**src/rtl/div_core_arbiter.sv**
```systemverilog
// Shares one unsigned divider core among NUM_REQ requesters.
// Round-robin grant, one op in flight, flush drains the core.
//
// Ports:
//   clk, rst             clock, synchronous active-high reset
//   flush                discard in-flight work
//   req_valid/req_ready  per-requester op handshake
//   req_dividend, req_divisor, req_*_clz, req_divisor_is_zero
//                        per-requester operands
//   resp_valid/resp_ready per-requester result handshake
//   resp_quotient, resp_remainder  shared result bus
//   core_start, core_dividend, core_divisor, core_*_clz,
//   core_divisor_is_zero  operands and start pulse to the core
//   core_done, core_quotient, core_remainder  core completion
module div_core_arbiter #(
  parameter int NUM_REQ   = 2,
  parameter int DIV_WIDTH = 32,
  parameter int CW        = $clog2(DIV_WIDTH)
) (
  input  logic                    clk,
  input  logic                    rst,
  input  logic                    flush,

  input  logic [NUM_REQ-1:0]      req_valid,
  output logic [NUM_REQ-1:0]      req_ready,
  input  logic [NUM_REQ-1:0][DIV_WIDTH-1:0] req_dividend,
  input  logic [NUM_REQ-1:0][DIV_WIDTH-1:0] req_divisor,
  input  logic [NUM_REQ-1:0][CW-1:0] req_dividend_clz,
  input  logic [NUM_REQ-1:0][CW-1:0] req_divisor_clz,
  input  logic [NUM_REQ-1:0]      req_divisor_is_zero,

  output logic [NUM_REQ-1:0]      resp_valid,
  input  logic [NUM_REQ-1:0]      resp_ready,
  output logic [DIV_WIDTH-1:0]    resp_quotient,
  output logic [DIV_WIDTH-1:0]    resp_remainder,

  output logic                    core_start,
  output logic [DIV_WIDTH-1:0]    core_dividend,
  output logic [DIV_WIDTH-1:0]    core_divisor,
  output logic [CW-1:0]           core_dividend_clz,
  output logic [CW-1:0]           core_divisor_clz,
  output logic                    core_divisor_is_zero,
  input  logic                    core_done,
  input  logic [DIV_WIDTH-1:0]    core_quotient,
  input  logic [DIV_WIDTH-1:0]    core_remainder
);

  localparam int GW = (NUM_REQ > 1) ? $clog2(NUM_REQ) : 1;

  typedef enum logic [1:0] {
    IDLE  = 2'd0,
    BUSY  = 2'd1,
    DRAIN = 2'd2,
    RESP  = 2'd3
  } state_t;

  state_t state_q;
  state_t state_d;

  logic [GW-1:0]        last_q;
  logic [GW-1:0]        owner_q;
  logic [DIV_WIDTH-1:0] quo_q;
  logic [DIV_WIDTH-1:0] rem_q;

  logic [GW-1:0] gnt;
  logic          any_req;
  logic [GW-1:0] idx;
  logic          grant_fire;
  logic          capture;

  // Round-robin pick: scan upward starting just past last grant.
  always_comb begin
    any_req = 1'b0;
    gnt     = '0;
    idx     = '0;
    for (int k = 1; k <= NUM_REQ; k++) begin
      idx = GW'((int'(last_q) + k) % NUM_REQ);
      if (!any_req && req_valid[idx]) begin
        any_req = 1'b1;
        gnt     = idx;
      end
    end
  end

  assign grant_fire = (state_q == IDLE) && !flush
                   && !rst && any_req;

  // Only a clean completion in BUSY loads the result.
  assign capture = (state_q == BUSY) && core_done
                && !flush;

  // State register
  always_ff @(posedge clk) begin
    if (rst) begin
      state_q <= IDLE;
    end else begin
      state_q <= state_d;
    end
  end

  // Next-state logic
  always_comb begin
    state_d = state_q;
    unique case (state_q)
      IDLE: begin
        if (grant_fire) state_d = BUSY;
      end
      BUSY: begin
        if (core_done) begin
          state_d = flush ? IDLE : RESP;
        end else if (flush) begin
          // Core cannot be aborted; wait it out.
          state_d = DRAIN;
        end
      end
      DRAIN: begin
        if (core_done) state_d = IDLE;
      end
      RESP: begin
        if (flush || resp_ready[owner_q]) begin
          state_d = IDLE;
        end
      end
      default: state_d = IDLE;
    endcase
  end

  // Output logic
  always_comb begin
    req_ready  = '0;
    resp_valid = '0;
    core_start = 1'b0;
    if (grant_fire) begin
      req_ready[gnt] = 1'b1;
      core_start     = 1'b1;
    end
    if ((state_q == RESP) && !rst) begin
      resp_valid[owner_q] = 1'b1;
    end
  end

  // Grant bookkeeping and result registers
  always_ff @(posedge clk) begin
    if (rst) begin
      last_q  <= GW'(NUM_REQ - 1);
      owner_q <= '0;
      quo_q   <= '0;
      rem_q   <= '0;
    end else begin
      if (grant_fire) begin
        last_q  <= gnt;
        owner_q <= gnt;
      end
      if (capture) begin
        quo_q <= core_quotient;
        rem_q <= core_remainder;
      end
    end
  end

  // Operands follow the current grant candidate.
  assign core_dividend        = req_dividend[gnt];
  assign core_divisor         = req_divisor[gnt];
  assign core_dividend_clz    = req_dividend_clz[gnt];
  assign core_divisor_clz     = req_divisor_clz[gnt];
  assign core_divisor_is_zero = req_divisor_is_zero[gnt];

  assign resp_quotient  = quo_q;
  assign resp_remainder = rem_q;

endmodule

```
**config.mk**
```make
export PLATFORM = sky130hd
export DESIGN_NAME = div_core_arbiter
export DESIGN_NICKNAME = d
export VERILOG_FILES = /design/src/rtl/div_core_arbiter.sv
export SDC_FILE = /design/constraint.sdc
export NUM_CORES = 1
export LEC_CHECK = 0
export CORE_AREA = 4 4 142 144
export DETAILED_ROUTE_END_ITERATION = 16
export DIE_AREA = 0 0 146 148
export GPL_TIMING_DRIVEN = 0
export PLACE_DENSITY = 0.58
export SYNTH_ARGS = -nofsm -noshare
export SYNTH_HDL_FRONTEND = slang
export SYNTH_SLANG_ARGS = --single-unit
```
**constraint.sdc**
```tcl
create_clock -name clk -period 1.6 [get_ports clk]
set_input_delay 0.4 -clock clk [delete_from_list [all_inputs] [get_ports clk]]
set_output_delay 0.4 -clock clk [all_outputs]
set_load 0.03 [all_outputs]
```
# Yosys cells after proc, flatten, opt, wreduce, memory -nomap -nowiden
# Index checks and enable logic that the tools add are counted.
# W data, S select, Z words.
totals:
  regBits: 68
  input_bits: 222
  elab_cells: 69
classes:
  n_addsub: 2
  magnitude_cmp: 6
  eq_ne: 7
  muxes: 34
  reduce_logical: 15
op_table:
  columns: ["operator", "count"]
  rows:
  - ["$mux W32", 4]
  - ["$mux W5", 4]
  - ["$mux W2", 8]
  - ["$mux W1", 15]
  - ["$logic_and A1 B1 Y1", 9]
  - ["$lt A1 B2 Y1 const B", 4]
  - ["$pmux W2 S4", 1]
  - ["$ne A2 B2 Y1 const B", 3]
  - ["$eq A2 B2 Y1 const B", 2]
  - ["$reduce_and A4 Y1", 1]
  - ["$logic_not A1 Y1", 3]
  - ["$ne A3 B3 Y1 const B", 1]
  - ["$add A1 B1 Y1 const B", 2]
  - ["$demux W1 S1", 2]
  - ["$eq A2 B1 Y1 const B", 1]
  - ["$ge A1 B1 Y1 const B", 2]
  - ["$logic_not A2 Y1", 1]
  - ["$logic_or A1 B1 Y1", 1]

# Longest topological paths before layout
logic_depth:
  ltp_word: 12
  mapped_depth: 5

# Worst setup path before layout
# No wires, ideal clock.
synth_path:
  path_kind: "input-to-output"
  from: "input port flush"
  to: "output port req_ready[0]"
  arrival_ns: 1.741
  required_time_ns: 1.200
  slack_ns: -0.541
  path_stages: 2
  cell_sequence: "or3_1 > nor4_1"
synth_via:
  elab_chain_len: 5
synth_rtl:
  columns: ["element", "line_no", "rtl"]
  rows:
  - ["start: declaration", "22", "input logic flush,"]
  - ["$logic_not A1 Y1", "85", "assign grant_fire = (state_q == IDLE) && !flush"]
  - ["$logic_and A1 B1 Y1", "85", null]
  - ["$logic_and A1 B1 Y1 (2 in a row)", "86", "&& !rst && any_req;"]
  - ["$mux W2", "133", "if (grant_fire) begin"]
  - ["end: declaration", "25", "output logic [NUM_REQ-1:0] req_ready,"]
# No other way between the ends.

# Worst setup path after layout
layout_path:
  from: "register last_q"
  to: "output port core_divisor_clz[2]"
layout_via:
  elab_chain_len: 9
  elab_cells_between_ends: 13
  cone_classes: "2 x add/sub; 9 x mux; 2 x reduce/logical"
layout_rtl:
  columns: ["element", "line_no", "rtl"]
  rows:
  - ["start: declaration", "60", "logic [GW-1:0] last_q;"]
  - ["start signal: assignment", "145", "last_q <= GW'(NUM_REQ - 1);"]
  - ["start signal: assignment", "151", "last_q <= gnt;"]
  - ["$add A1 B1 Y1", "77", "idx = GW'((int'(last_q) + k) % NUM_REQ);"]
  - ["$mux W1 (implied by the code) (2 in a row)", "78", "if (!any_req && req_valid[idx]) begin"]
  - ["$mux W1", "78", null]
  - ["$logic_not A1 Y1", "78", null]
  - ["$logic_and A1 B1 Y1", "78", null]
  - ["$mux W1 (*)", "78", null]
  - ["$mux W5 (implied by the code) (*) (2 in a row)", "165", "assign core_divisor_clz = req_divisor_clz[gnt];"]
  - ["end: declaration", "41", "output logic [CW-1:0] core_divisor_clz,"]
# Mark *: on every way between the ends. The rest lies on a longest branch, timed or not. The select of a mux whose other input is x is not followed.

==> flow_results.xml <==
<?xml version="1.0" encoding="UTF-8"?>
<metrics>
  <group name="synth">
    <metric name="synth_nets" unit="">615</metric>
    <metric name="synthFlopType" unit="">dfxtp_1</metric>
    <metric name="number_of_standard_cells_after_synthesis" unit="">393</metric>
    <metric name="count_of_state_elements_after_synthesis" unit="">68</metric>
    <metric name="synth.distinct_cells" unit="">22</metric>
    <metric name="ys_warn_count" unit="">0</metric>
    <metric name="synth_enable_flop_cells" unit="">0</metric>
    <metric name="synth_sequential_area_ratio" unit="%">40.1</metric>
    <metric name="synth.avg_cell_area" unit="µm²">8.64</metric>
    <metric name="yosys-top-cells-area" unit="">dfxtp_1 40%, mux2_2 25%, nand2_1 14%</metric>
    <metric name="synth.cell_area" unit="µm²">3400</metric>
    <metric name="yosys.area.top_type" unit="">dfxtp_1</metric>
    <metric name="synth_top_area_share" unit="%">40.1</metric>
    <metric name="synth-async-reset-ratio" unit="%">0</metric>
  </group>
  <group name="routing">
    <metric name="routed-via-count" unit="">4208</metric>
    <metric name="routedWlPerCell" unit="µm">18.5</metric>
    <metric name="1st_pass_router_iterations" unit="">4</metric>
    <metric name="ant_nets" unit="">0</metric>
    <metric name="drt_first_iter_violations" unit="">99</metric>
    <metric name="routed_wl" unit="µm">18900</metric>
    <metric name="routed_via_density" unit="">4.13</metric>
    <metric name="drcViolationCount" unit="">0</metric>
  </group>
  <group name="floorplanning">
    <metric name="placementRows" unit="">50</metric>
    <metric name="fp.dieArea" unit="µm²">21600</metric>
    <metric name="starting_utilization_of_the_core_area" unit="%">18.2</metric>
    <metric name="die-width" unit="µm">146</metric>
    <metric name="floorplan_die_height" unit="µm">148</metric>
    <metric name="boundaryPins" unit="">366</metric>
    <metric name="area_inside_the_core_boundary" unit="µm²">18700</metric>
  </group>
  <group name="flow_run">
    <metric name="max_cap_violations" unit="">0</metric>
  </group>
  <group name="power_and_ir_drop">
    <metric name="p_per_area" unit="nW/µm²">736</metric>
    <metric name="leakage" unit="nW">3.40</metric>
    <metric name="total_power" unit="mW">5.86</metric>
    <metric name="vdd_drop_max" unit="V">0.000466</metric>
  </group>
  <group name="timing">
    <metric name="finalSetupTns" unit="ps">-36180</metric>
    <metric name="hold_viol" unit="">0</metric>
    <metric name="period_minus_slack" unit="ps">2120</metric>
    <metric name="final_min_period_over_clock_period" unit="%">132</metric>
    <metric name="rsz_0062_raised_after_global_routing" unit="">true</metric>
    <metric name="layout_setup_ws" unit="ps">-516</metric>
    <metric name="fmaxAchievable" unit="MHz">473</metric>
    <metric name="report.final.slew_viol_count" unit="">0</metric>
    <metric name="maxSlewHeadroom" unit="%">61.8</metric>
    <metric name="skew" unit="ps">10.0</metric>
    <metric name="setup_violations" unit="">78</metric>
    <metric name="worst_margin_pin_slew" unit="ps">573</metric>
    <metric name="hold_slack" unit="ps">382</metric>
  </group>
  <group name="finish">
    <metric name="layout_overhead_on_the_synthesized_area" unit="%">134</metric>
    <metric name="finalNetCount" unit="">1002</metric>
    <metric name="layout.cells.non_filler" unit="">1019</metric>
    <metric name="antennaDiodeCount" unit="">0</metric>
    <metric name="final_layout_size_suffix_gt1_share" unit="%">28.4</metric>
  </group>
  <group name="clock_tree">
    <metric name="ctsHtreeMaxLevel" unit="">3</metric>
    <metric name="clk_latency" unit="ps">330</metric>
    <metric name="clock-sinks" unit="">68</metric>
    <metric name="cts_hold_repair.buffers" unit="">0</metric>
    <metric name="numCtsBuffers" unit="">9</metric>
    <metric name="clkTransAtPathRegs" unit="ps">60</metric>
    <metric name="cts.path.max_buffers" unit="">2</metric>
    <metric name="tritoncts_clock_tree" unit="">yes</metric>
    <metric name="root_buffer" unit="">clkbuf_16</metric>
  </group>
  <group name="hold_path">
    <metric name="worst_hold_path_type" unit="">in -&gt; reg</metric>
  </group>
  <group name="critical_path">
    <metric name="critical_path.max_fanout" unit="">10</metric>
    <metric name="critical_path_arrival" unit="ps">1720</metric>
    <metric name="worst-endpoint-required" unit="ps">1200</metric>
    <metric name="timing.setup.critical_path_class" unit="">reg -&gt; out</metric>
    <metric name="cp-start-kind" unit="">flop</metric>
    <metric name="critPathCaptureType" unit="">output port</metric>
  </group>
  <group name="grt">
    <metric name="globalRoute.totalOverflow" unit="">0</metric>
    <metric name="groute.usage.overall" unit="%">16.6</metric>
    <metric name="first_global_vias" unit="">4388</metric>
    <metric name="grt_start_max_net_pins" unit="">12</metric>
    <metric name="grt_antenna_before_repair" unit="">0</metric>
    <metric name="wire_length_of_the_first_global_routing_pass" unit="µm">27900</metric>
  </group>
  <group name="outcome">
    <metric name="failing_checks" unit="">negative setup slack</metric>
    <metric name="status" unit="">finished with violations</metric>
  </group>
  <group name="placed_design">
    <metric name="placed_cells" unit="">991</metric>
    <metric name="place_congestion" unit="">0.815</metric>
    <metric name="hpwl_detailed" unit="µm">15200</metric>
    <metric name="port_buffers" unit="">364</metric>
  </group>
</metrics>
==> registers in the layout, summed over array words and instances, names as in the netlist <==
| name | cells |
|---|---|
| last_q | 1 |
| state_q | 2 |
| resp_remainder | 32 |
| resp_quotient | 32 |
| owner_q | 1 |
==> cells in the mapped netlist, drive strengths merged, types with 2 or more instances <==
cell      n
a21oi    68
buf      23
clkbuf    7
dfxtp    68
mux2     76
nand2   130
nor2      2
nor3      4
nor3b     2
or3       3
==> placed cells by master, fill, tap and decap left out, types with 2 or more instances in the layout <==
master	netlist	layout
mux2_2	76	37
dlygate4sd2_1	0	65
clkbuf_4	0	3
buf_6	11	53
buf_12	0	2
buf_8	0	6
mux2_4	0	39
dfxtp_4	0	2
buf_2	11	22
clkbuf_16	0	11
clkdlybuf4s50_1	0	217
clkbuf_1	7	7
dfxtp_2	0	2
nor3_2	0	2
bufinv_16	0	2
or3_1	3	2
a21oi_1	68	68
buf_4	0	25
buf_16	0	2
clkbuf_2	0	2
dfxtp_1	68	64
nand2_1	130	128
==> timing repair <==
action | 4_1_cts | 5_1_grt
endpoints found under the setup margin | 205 | 106
pin swaps | 3 | 1
cloned | 2 | 2
buffers inserted | 8 | 0
resized for setup | 636 | 14
==> logic make-up after synthesis <==
group	synth area share, %
compound gates	11.0
buf+inv	6.26
flops	40.1
xor+xnor	0.258
simple gates	17.2
mux	25.2
==> area by class of cell <==
type,instances,area (µm²)
Buffer,30,282
Clock buffer,12,246
Clock inverter,4,72.6
Fill cell,1902,10700
Inverter,1,3.75
Multi-Input combinational cell,294,2040
Sequential cell,68,1370
Tap cell,234,293
Timing Repair Buffer,376,3660
==> power by group <==
| part | switching (mW) | internal (mW) |
|---|---|---|
| Clock | 0.734 | 1.41 |
| Sequential | 0.0235 | 1.73 |
| Combinational | 0.875 | 1.09 |
==> through the flow <==
step	setup WS [ps]	area, µm²	util [%]
after floorplan	-104	3470	-
after global placement	-1450	7410	39.6
after detailed placement	-1470	7410	39.6
after CTS	-565	7880	42.1
after global routing	-580	7970	42.6
final	-516	7970	42.6
==> critical path, stage by stage (launching register included) <==
cell	delay, ps
dfxtp_2	330
a21boi_4	190
buf_6	170
buf_8	150
mux2_2	380
buf_6	150
==> path summary, 6_finish.rpt <==
check / start / end / slack, ps / depth (start not counted)
setup / recovery: last_q$_SDFFE_PP1P_ / core_divisor_clz[2] / -520 / 5
hold / removal: req_valid[1] / last_q$_SDFFE_PP1P_ / 380 / 3
setup reg to reg: state_q[0]$_SDFFE_PP0P_ / resp_quotient[6]$_SDFFE_PP0P_ / 240 / 6
hold reg to reg: resp_remainder[12]$_SDFFE_PP0P_ / resp_remainder[12]$_SDFFE_PP0P_ / 450 / 2
==> per-layer routing <==
metal  GRT usage, %  up-vias  routed length [µm]
met5              0        -                   0
met1           19.8     1895                7860
met2           28.9      197                9140
li1               -     2103                   -
met3           6.65       13                1710
met4           2.49        0                 157
Note: power is estimated with default switching activity, not from simulation.
